==> config.mk <==
export PLATFORM = sky130hd
export DESIGN_NAME = riscv_v_uop_seq_flat
export DESIGN_NICKNAME = d
export VERILOG_FILES = /design/src/rtl/riscv_v_uop_seq_pkg.sv /design/src/rtl/riscv_v_uop_seq_if.sv /design/src/rtl/riscv_v_uop_seq.sv /design/src/flat_wrapper.sv
export SDC_FILE = /design/constraint.sdc
export NUM_CORES = 1
export LEC_CHECK = 0
export CAP_MARGIN = 10
export CORE_MARGIN = 8
export CORE_UTILIZATION = 47
export CTS_CLUSTER_SIZE = 8
export DETAILED_ROUTE_END_ITERATION = 8
export PLACE_DENSITY_LB_ADDON = 0.25
export SYNTH_ARGS = -nofsm -noshare
export SYNTH_HDL_FRONTEND = slang
export SYNTH_SLANG_ARGS = --single-unit
==> constraint.sdc <==
create_clock -name clk -period 2.2 [get_ports clk]
set_clock_uncertainty 0.1 [all_clocks]
set_input_delay 0.44 -clock clk [delete_from_list [all_inputs] [get_ports clk]]
set_output_delay 0.44 -clock clk [all_outputs]
set_load 0.02 [all_outputs]
==> src/rtl/riscv_v_uop_seq_pkg.sv <==
// Shared types and helpers for the vector register-group micro-op sequencer.
package riscv_v_uop_seq_pkg;

    localparam int RISCV_V_NUM_VREGS = 32;
    localparam int RISCV_V_MAX_GROUP = 8;
    localparam int RISCV_V_VREG_AW   = $clog2(RISCV_V_NUM_VREGS);
    localparam int RISCV_V_IDX_W     = $clog2(RISCV_V_MAX_GROUP);

    typedef logic [RISCV_V_VREG_AW-1:0] riscv_v_vreg_t;
    typedef logic [RISCV_V_IDX_W-1:0]   riscv_v_uidx_t;
    typedef logic [RISCV_V_IDX_W:0]     riscv_v_gsize_t;

    typedef enum logic [2:0] {
        VLMUL_1   = 3'b000,
        VLMUL_2   = 3'b001,
        VLMUL_4   = 3'b010,
        VLMUL_8   = 3'b011,
        VLMUL_RSV = 3'b100,
        VLMUL_F8  = 3'b101,
        VLMUL_F4  = 3'b110,
        VLMUL_F2  = 3'b111
    } riscv_v_vlmul_t;

    typedef enum logic {
        SEQ_IDLE = 1'b0,
        SEQ_RUN  = 1'b1
    } riscv_v_seq_state_t;

    typedef struct packed {
        logic          valid;
        riscv_v_vreg_t vs1;
        riscv_v_vreg_t vs2;
        riscv_v_vreg_t vd;
        riscv_v_uidx_t idx;
        logic          first;
        logic          last;
    } riscv_v_uop_t;

    typedef struct packed {
        riscv_v_gsize_t grp;
        logic           rsv;
    } riscv_v_group_t;

    // Fractional LMUL still occupies one whole register.
    function automatic riscv_v_group_t riscv_v_lmul_group(riscv_v_vlmul_t vlmul);
        riscv_v_group_t r;
        r.grp = riscv_v_gsize_t'(1);
        r.rsv = 1'b0;
        case (vlmul)
            VLMUL_2:   r.grp = riscv_v_gsize_t'(2);
            VLMUL_4:   r.grp = riscv_v_gsize_t'(4);
            VLMUL_8:   r.grp = riscv_v_gsize_t'(8);
            VLMUL_RSV: r.rsv = 1'b1;
            default:   ;
        endcase
        return r;
    endfunction

    function automatic logic riscv_v_aligned(riscv_v_vreg_t base, riscv_v_gsize_t grp);
        riscv_v_vreg_t mask;
        mask = riscv_v_vreg_t'(grp) - riscv_v_vreg_t'(1);
        return (base & mask) == '0;
    endfunction

endpackage

==> src/rtl/riscv_v_uop_seq_if.sv <==
// Decode-side issue handshake and EXE-side micro-op bus of the sequencer.
interface riscv_v_uop_seq_if;
    import riscv_v_uop_seq_pkg::*;

    logic           issue_valid;
    logic           issue_ready;
    riscv_v_vreg_t  issue_vs1;
    riscv_v_vreg_t  issue_vs2;
    riscv_v_vreg_t  issue_vd;
    riscv_v_vlmul_t issue_vlmul;
    logic           issue_vs1_scalar;
    logic           issue_reduct;

    logic           uop_valid;
    riscv_v_vreg_t  uop_vs1;
    riscv_v_vreg_t  uop_vs2;
    riscv_v_vreg_t  uop_vd;
    riscv_v_uidx_t  uop_idx;
    logic           uop_first;
    logic           uop_last;
    logic           seq_stall;
    logic           illegal;

    modport master (
        output issue_valid, issue_vs1, issue_vs2, issue_vd, issue_vlmul,
               issue_vs1_scalar, issue_reduct,
        input  issue_ready, uop_valid, uop_vs1, uop_vs2, uop_vd, uop_idx,
               uop_first, uop_last, seq_stall, illegal
    );

    modport slave (
        input  issue_valid, issue_vs1, issue_vs2, issue_vd, issue_vlmul,
               issue_vs1_scalar, issue_reduct,
        output issue_ready, uop_valid, uop_vs1, uop_vs2, uop_vd, uop_idx,
               uop_first, uop_last, seq_stall, illegal
    );

endinterface

==> src/rtl/riscv_v_uop_seq.sv <==
// Splits one LMUL>1 vector instruction into per-register micro-ops, one per cycle,
// and holds the front end while a group is still being emitted.
module riscv_v_uop_seq
    import riscv_v_uop_seq_pkg::*;
(
    input  logic               clk,
    input  logic               rst,
    input  logic               flush,
    input  logic               riscv_stall,
    riscv_v_uop_seq_if.slave   bus
);

    riscv_v_seq_state_t state_q, state_d;
    riscv_v_uop_t       uop_q, uop_d;
    riscv_v_uidx_t      glast_q, glast_d;
    riscv_v_vreg_t      bvd_q, bvd_d, bvs2_q, bvs2_d, bvs1_q, bvs1_d;
    logic               fix_vd_q, fix_vd_d, fix_vs1_q, fix_vs1_d;
    logic               seq_stall_q, seq_stall_d;
    logic               illegal_q, illegal_d;

    riscv_v_group_t     grp;
    logic               bad, ready, accept;
    riscv_v_uidx_t      nidx;

    assign grp = riscv_v_lmul_group(bus.issue_vlmul);
    assign bad = grp.rsv
               | ~riscv_v_aligned(bus.issue_vd, grp.grp)
               | ~riscv_v_aligned(bus.issue_vs2, grp.grp)
               | (~bus.issue_vs1_scalar & ~riscv_v_aligned(bus.issue_vs1, grp.grp));

    // A new group may be taken while the final uop of the current one issues.
    assign ready  = ~riscv_stall & ~flush &
                    ((state_q == SEQ_IDLE) | ((state_q == SEQ_RUN) & uop_q.last));
    assign accept = bus.issue_valid & ready;
    assign nidx   = uop_q.idx + riscv_v_uidx_t'(1);

    always_comb begin
        state_d   = state_q;
        uop_d     = uop_q;
        glast_d   = glast_q;
        bvd_d     = bvd_q;
        bvs2_d    = bvs2_q;
        bvs1_d    = bvs1_q;
        fix_vd_d  = fix_vd_q;
        fix_vs1_d = fix_vs1_q;
        illegal_d = 1'b0;

        if (flush) begin
            state_d     = SEQ_IDLE;
            uop_d.valid = 1'b0;
            uop_d.first = 1'b0;
            uop_d.last  = 1'b0;
        end else if (!riscv_stall) begin
            if (accept && bad) begin
                illegal_d   = 1'b1;
                state_d     = SEQ_IDLE;
                uop_d.valid = 1'b0;
                uop_d.first = 1'b0;
                uop_d.last  = 1'b0;
            end else if (accept) begin
                state_d     = SEQ_RUN;
                glast_d     = riscv_v_uidx_t'(grp.grp - riscv_v_gsize_t'(1));
                bvd_d       = bus.issue_vd;
                bvs2_d      = bus.issue_vs2;
                bvs1_d      = bus.issue_vs1;
                fix_vd_d    = bus.issue_reduct;
                fix_vs1_d   = bus.issue_reduct | bus.issue_vs1_scalar;
                uop_d.valid = 1'b1;
                uop_d.vd    = bus.issue_vd;
                uop_d.vs2   = bus.issue_vs2;
                uop_d.vs1   = bus.issue_vs1;
                uop_d.idx   = '0;
                uop_d.first = 1'b1;
                uop_d.last  = (grp.grp == riscv_v_gsize_t'(1));
            end else if (state_q == SEQ_RUN) begin
                if (uop_q.last) begin
                    state_d     = SEQ_IDLE;
                    uop_d.valid = 1'b0;
                    uop_d.first = 1'b0;
                    uop_d.last  = 1'b0;
                end else begin
                    uop_d.idx   = nidx;
                    uop_d.vd    = fix_vd_q  ? bvd_q  : bvd_q  + riscv_v_vreg_t'(nidx);
                    uop_d.vs2   = bvs2_q + riscv_v_vreg_t'(nidx);
                    uop_d.vs1   = fix_vs1_q ? bvs1_q : bvs1_q + riscv_v_vreg_t'(nidx);
                    uop_d.first = 1'b0;
                    uop_d.last  = (nidx == glast_q);
                end
            end
        end

        seq_stall_d = (state_d == SEQ_RUN) & uop_d.valid & ~uop_d.last;
    end

    always_ff @(posedge clk or negedge rst) begin
        if (!rst) begin
            state_q     <= SEQ_IDLE;
            uop_q       <= '0;
            glast_q     <= '0;
            bvd_q       <= '0;
            bvs2_q      <= '0;
            bvs1_q      <= '0;
            fix_vd_q    <= 1'b0;
            fix_vs1_q   <= 1'b0;
            seq_stall_q <= 1'b0;
            illegal_q   <= 1'b0;
        end else begin
            state_q     <= state_d;
            uop_q       <= uop_d;
            glast_q     <= glast_d;
            bvd_q       <= bvd_d;
            bvs2_q      <= bvs2_d;
            bvs1_q      <= bvs1_d;
            fix_vd_q    <= fix_vd_d;
            fix_vs1_q   <= fix_vs1_d;
            seq_stall_q <= seq_stall_d;
            illegal_q   <= illegal_d;
        end
    end

    assign bus.issue_ready = ready;
    assign bus.uop_valid   = uop_q.valid;
    assign bus.uop_vs1     = uop_q.vs1;
    assign bus.uop_vs2     = uop_q.vs2;
    assign bus.uop_vd      = uop_q.vd;
    assign bus.uop_idx     = uop_q.idx;
    assign bus.uop_first   = uop_q.first;
    assign bus.uop_last    = uop_q.last;
    assign bus.seq_stall   = seq_stall_q;
    assign bus.illegal     = illegal_q;

endmodule
==> src/flat_wrapper.sv <==
// flat-port wrapper written by rule: the top's interface ports become plain ports
module riscv_v_uop_seq_flat import riscv_v_uop_seq_pkg::*;
  (clk, rst, flush, riscv_stall, bus_issue_valid, bus_issue_vs1, bus_issue_vs2, bus_issue_vd, bus_issue_vlmul, bus_issue_vs1_scalar, bus_issue_reduct, bus_issue_ready, bus_uop_valid, bus_uop_vs1, bus_uop_vs2, bus_uop_vd, bus_uop_idx, bus_uop_first, bus_uop_last, bus_seq_stall, bus_illegal);
  riscv_v_uop_seq_if bus_i ();
  input  logic clk;
  input  logic rst;
  input  logic flush;
  input  logic riscv_stall;
  input wire logic [$bits(bus_i.issue_valid)-1:0] bus_issue_valid;
  input wire logic [$bits(bus_i.issue_vs1)-1:0] bus_issue_vs1;
  input wire logic [$bits(bus_i.issue_vs2)-1:0] bus_issue_vs2;
  input wire logic [$bits(bus_i.issue_vd)-1:0] bus_issue_vd;
  input wire logic [$bits(bus_i.issue_vlmul)-1:0] bus_issue_vlmul;
  input wire logic [$bits(bus_i.issue_vs1_scalar)-1:0] bus_issue_vs1_scalar;
  input wire logic [$bits(bus_i.issue_reduct)-1:0] bus_issue_reduct;
  output wire logic [$bits(bus_i.issue_ready)-1:0] bus_issue_ready;
  output wire logic [$bits(bus_i.uop_valid)-1:0] bus_uop_valid;
  output wire logic [$bits(bus_i.uop_vs1)-1:0] bus_uop_vs1;
  output wire logic [$bits(bus_i.uop_vs2)-1:0] bus_uop_vs2;
  output wire logic [$bits(bus_i.uop_vd)-1:0] bus_uop_vd;
  output wire logic [$bits(bus_i.uop_idx)-1:0] bus_uop_idx;
  output wire logic [$bits(bus_i.uop_first)-1:0] bus_uop_first;
  output wire logic [$bits(bus_i.uop_last)-1:0] bus_uop_last;
  output wire logic [$bits(bus_i.seq_stall)-1:0] bus_seq_stall;
  output wire logic [$bits(bus_i.illegal)-1:0] bus_illegal;
  assign bus_i.issue_valid = bus_issue_valid;
  assign bus_i.issue_vs1 = bus_issue_vs1;
  assign bus_i.issue_vs2 = bus_issue_vs2;
  assign bus_i.issue_vd = bus_issue_vd;
  assign bus_i.issue_vlmul = bus_issue_vlmul;
  assign bus_i.issue_vs1_scalar = bus_issue_vs1_scalar;
  assign bus_i.issue_reduct = bus_issue_reduct;
  assign bus_issue_ready = bus_i.issue_ready;
  assign bus_uop_valid = bus_i.uop_valid;
  assign bus_uop_vs1 = bus_i.uop_vs1;
  assign bus_uop_vs2 = bus_i.uop_vs2;
  assign bus_uop_vd = bus_i.uop_vd;
  assign bus_uop_idx = bus_i.uop_idx;
  assign bus_uop_first = bus_i.uop_first;
  assign bus_uop_last = bus_i.uop_last;
  assign bus_seq_stall = bus_i.seq_stall;
  assign bus_illegal = bus_i.illegal;
  riscv_v_uop_seq u_core (.clk(clk), .rst(rst), .flush(flush), .riscv_stall(riscv_stall), .bus(bus_i));
endmodule
==> results.sh <==
export IMPL_insertion_delay_ns=0.29
export IMPL_cp_arrival_ns=2.32
export IMPL_vias=2067
export IMPL_period_minus_slack_ns=2.239
export IMPL_ir_drop_uv=420.8
export IMPL_whs_ns=0.01474
export IMPL_synth_common_cells="44 x dfrtp_1, 16 x mux2_2, 16 x nand2_1, 14 x mux2_4, 14 x nor2_1"
export IMPL_hold_buffers=0
export IMPL_ant_nets=0
export IMPL_fin_ws_ns=-0.03927
export IMPL_grt_pass1_wl_mm=11.03
export IMPL_routed_via_density=5.260
export IMPL_ys_seq_area_share_pct=43.07
export IMPL_routed_wl_mm=6.916
export IMPL_critPathKind="reg -> reg"
export IMPL_synth_avg_cell_area_um2=11.41
export IMPL_max_freq_mhz=446.6
export IMPL_cts_tree="built"
export IMPL_cts_sinks=44
export IMPL_drive_gt1_share_pct=38.01
export IMPL_row_count=27
export IMPL_min_path_type="in -> async"
export IMPL_violations="negative setup slack"
export IMPL_dieArea_um2=8054
export IMPL_diodes=0
export IMPL_synth_edf_count=0
export IMPL_globalplace_congestion=0.8309
export IMPL_path_clk_slew_ns=0.08
export IMPL_netlist_area_um2=2556
export IMPL_syn_num_nets=262
export IMPL_initialDrtViolationCount=92
export IMPL_worstMarginPinSlew_ns=0.3749
export IMPL_finalCritPeriodShare_pct=101.8
export IMPL_p_leak_nw=1.784
export IMPL_wl_per_cell_um=17.60
export IMPL_yosysMostFrequentCell="dfrtp_1"
export IMPL_start_util_pct=47.59
export IMPL_io_buffers=48
export IMPL_synthArstFlopShare_pct=100.0
export IMPL_setup_viol=3
export IMPL_layout_nets=358
export IMPL_synth_area_leaders="dfrtp_1 43%, mux2_4 8.2%, mux2_2 7.0%"
export IMPL_rsz0062_at_grt="true"
export IMPL_finalMaxSlewViolations=0
export IMPL_antenna_found_initial=0
export IMPL_final_util_pct=70.86
export IMPL_h_tree_depth=2
export IMPL_area_delta_synth_final_pct=48.90
export IMPL_synth_top_cell_by_area="dfrtp_1"
export IMPL_dr_pass1_iters=4
export IMPL_die_w_um=89.75
export IMPL_yosysUniqueCellTypes=49
export IMPL_final_area_um2=3806
export IMPL_grt_start_max_net_pins=45
export IMPL_dp_hpwl_mm=4.801
export IMPL_ys_flop_type="dfrtp_1"
export IMPL_critPathLaunchType="flop"
export IMPL_cp_end_kind="flop"
export IMPL_drc=0
export IMPL_cp_max_fo=4
export IMPL_dieHeight_um=89.75
export IMPL_io_pins=49
export IMPL_synth_cells=224
export IMPL_drv_cap=0
export IMPL_root_buffer="clkbuf_8"
export IMPL_yosysTopAreaCellShare_pct=43.07
export IMPL_placed_cell_area_um2=3410
export IMPL_slew_headroom_pct=74.81
export IMPL_coreArea_um2=5371
export IMPL_clock_path_buffers=2
export IMPL_setup_tns_final_ns=-0.07719
export IMPL_grt_overflow_total=0
export IMPL_hold_viol_final=0
export IMPL_synth_seq_cells=44
export IMPL_status="complete, but fails checks"
export IMPL_globalRouteTotalUtil_pct=16.93
export IMPL_yosys_warnings=0
export IMPL_required_ns=2.28
export IMPL_cts_made_buffers=5
export IMPL_grt_pass1_vias=2233
export IMPL_power_density_nw_per_um2=828.0
-- sequential cells by signal (all words and copies together) (netlist names) --
signal                count
u_core.bus.uop_vd         5
u_core.bvs2_q             5
u_core.bus.uop_valid      1
u_core.bus.illegal        1
u_core.bvs1_q             5
u_core.bus.uop_vs1        5
u_core.fix_vs1_q          1
u_core.glast_q            3
u_core.bus.uop_vs2        5
u_core.bus.seq_stall      1
u_core.fix_vd_q           1
u_core.bus.uop_first      1
u_core.bvd_q              5
u_core.state_q            1
u_core.bus.uop_last       1
u_core.bus.uop_idx        3
-- layout make-up --
cell class              count  area, um2
fillers                   372       1565
multi-input cells         158       1513
flip-flops and latches     44       1104
repair buffers             99      962.2
well taps                  72      90.09
clock buffers               6      82.58
inverters                  12      45.04
clock inverters             2      10.01
-- per-layer routing --
| layer | track usage, % | wire length (um) | share of wire (%) | vias to the layer above |
|---|---|---|---|---|
| li1 | - | - | - | 993 |
| met1 | 19.68 | 2971 | 43 | 1010 |
| met2 | 28.96 | 3487 | 50 | 50 |
| met3 | 4.323 | 312 | 4.5 | 14 |
| met4 | 6.770 | 144 | 2.1 | 0 |
| met5 | 0 | 0 | 0 | - |
-- critical path, stage by stage (launching register included) --
cell,delay [ns]
dfrtp_2,0.45
ha_4,0.18
xor2_4,0.15
buf_6,0.14
ha_4,0.21
buf_4,0.13
nor2b_1,0.14
nor3_1,0.07
a21oi_1,0.19
o21ai_1,0.10
mux2_4,0.27
-- placed cells by master, fill, tap and decap left out, types with 4 or more instances in the layout --
master | netlist | final
a221o_1 | 4 | 4
o21ai_1 | 0 | 4
nor3_1 | 5 | 5
xor2_1 | 8 | 7
dfrtp_1 | 44 | 42
o31ai_1 | 6 | 6
ha_1 | 10 | 5
mux2i_1 | 5 | 5
nor2_1 | 14 | 12
mux2_2 | 16 | 14
buf_4 | 1 | 44
dlymetal6s2s_1 | 0 | 7
a21oi_1 | 7 | 5
clkdlybuf4s50_1 | 0 | 35
nand2_1 | 16 | 16
nor2b_1 | 9 | 6
ha_4 | 0 | 4
inv_1 | 12 | 10
mux2_4 | 14 | 16
clkbuf_8 | 0 | 6
-- power breakdown --
part | total [mW] | internal (mW) | switching, mW
sequential | 1.19 | 1.01 | 0.185
combinational | 1.44 | 0.814 | 0.628
clock | 0.519 | 0.251 | 0.268
-- stage by stage --
stage	setup slack (ns)	total power, mW	std cells
2_1_floorplan	0.03260	1.925	224
5_1_grt	-0.1219	3.362	393
6_report	-0.03927	3.152	393
3_3_place_gp	-0.3432	2.407	375
4_1_cts	-0.04971	3.073	392
3_5_place_dp	-0.3873	2.456	375
-- logic make-up (layout without fill, tap and decap cells) --
family / after synthesis / count (layout) / synth area share (%)
AOI/OAI and AO/OA: 42 / 42 / 12.68
xor gates and xnor gates: 10 / 10 / 3.427
adders and majority gates: 13 / 13 / 7.244
buffers and inverters: 22 / 119 / 4.894
DFF: 44 / 44 / 43.07
muxes: 35 / 35 / 17.23
and+or+nand+nor: 58 / 58 / 11.45
-- path summary, 6_finish.rpt --
check / from / endpoint / slack (ns) / depth (start not counted)
max: u_core.bus.uop_idx[0] / u_core.bus.uop_vs1[2] / -0.04 / 10
min: rst / u_core.bvs1_q[2] / 0.01 / 2
max reg2reg: u_core.bus.uop_idx[0] / u_core.bus.uop_vs1[2] / -0.04 / 10
min reg2reg: u_core.bus.uop_vs2[4] / u_core.bus.uop_vs2[4] / 0.41 / 1
max in group asynchronous: rst / u_core.bus.uop_idx[0] / 1.76 / 2
min in group clk: u_core.bus.uop_vs2[4] / u_core.bus.uop_vs2[4] / 0.41 / 1
-- repair_timing --
| item | 4_1_cts | 5_1_grt |
|---|---|---|
| pin swaps | 10 | 15 |
| cloned | 2 | 0 |
| setup endpoints to repair | 33 | 34 |
| gates resized for setup | 26 | 28 |
| setup buffers | 8 | 1 |
Note: power is estimated with default switching activity, not from simulation.
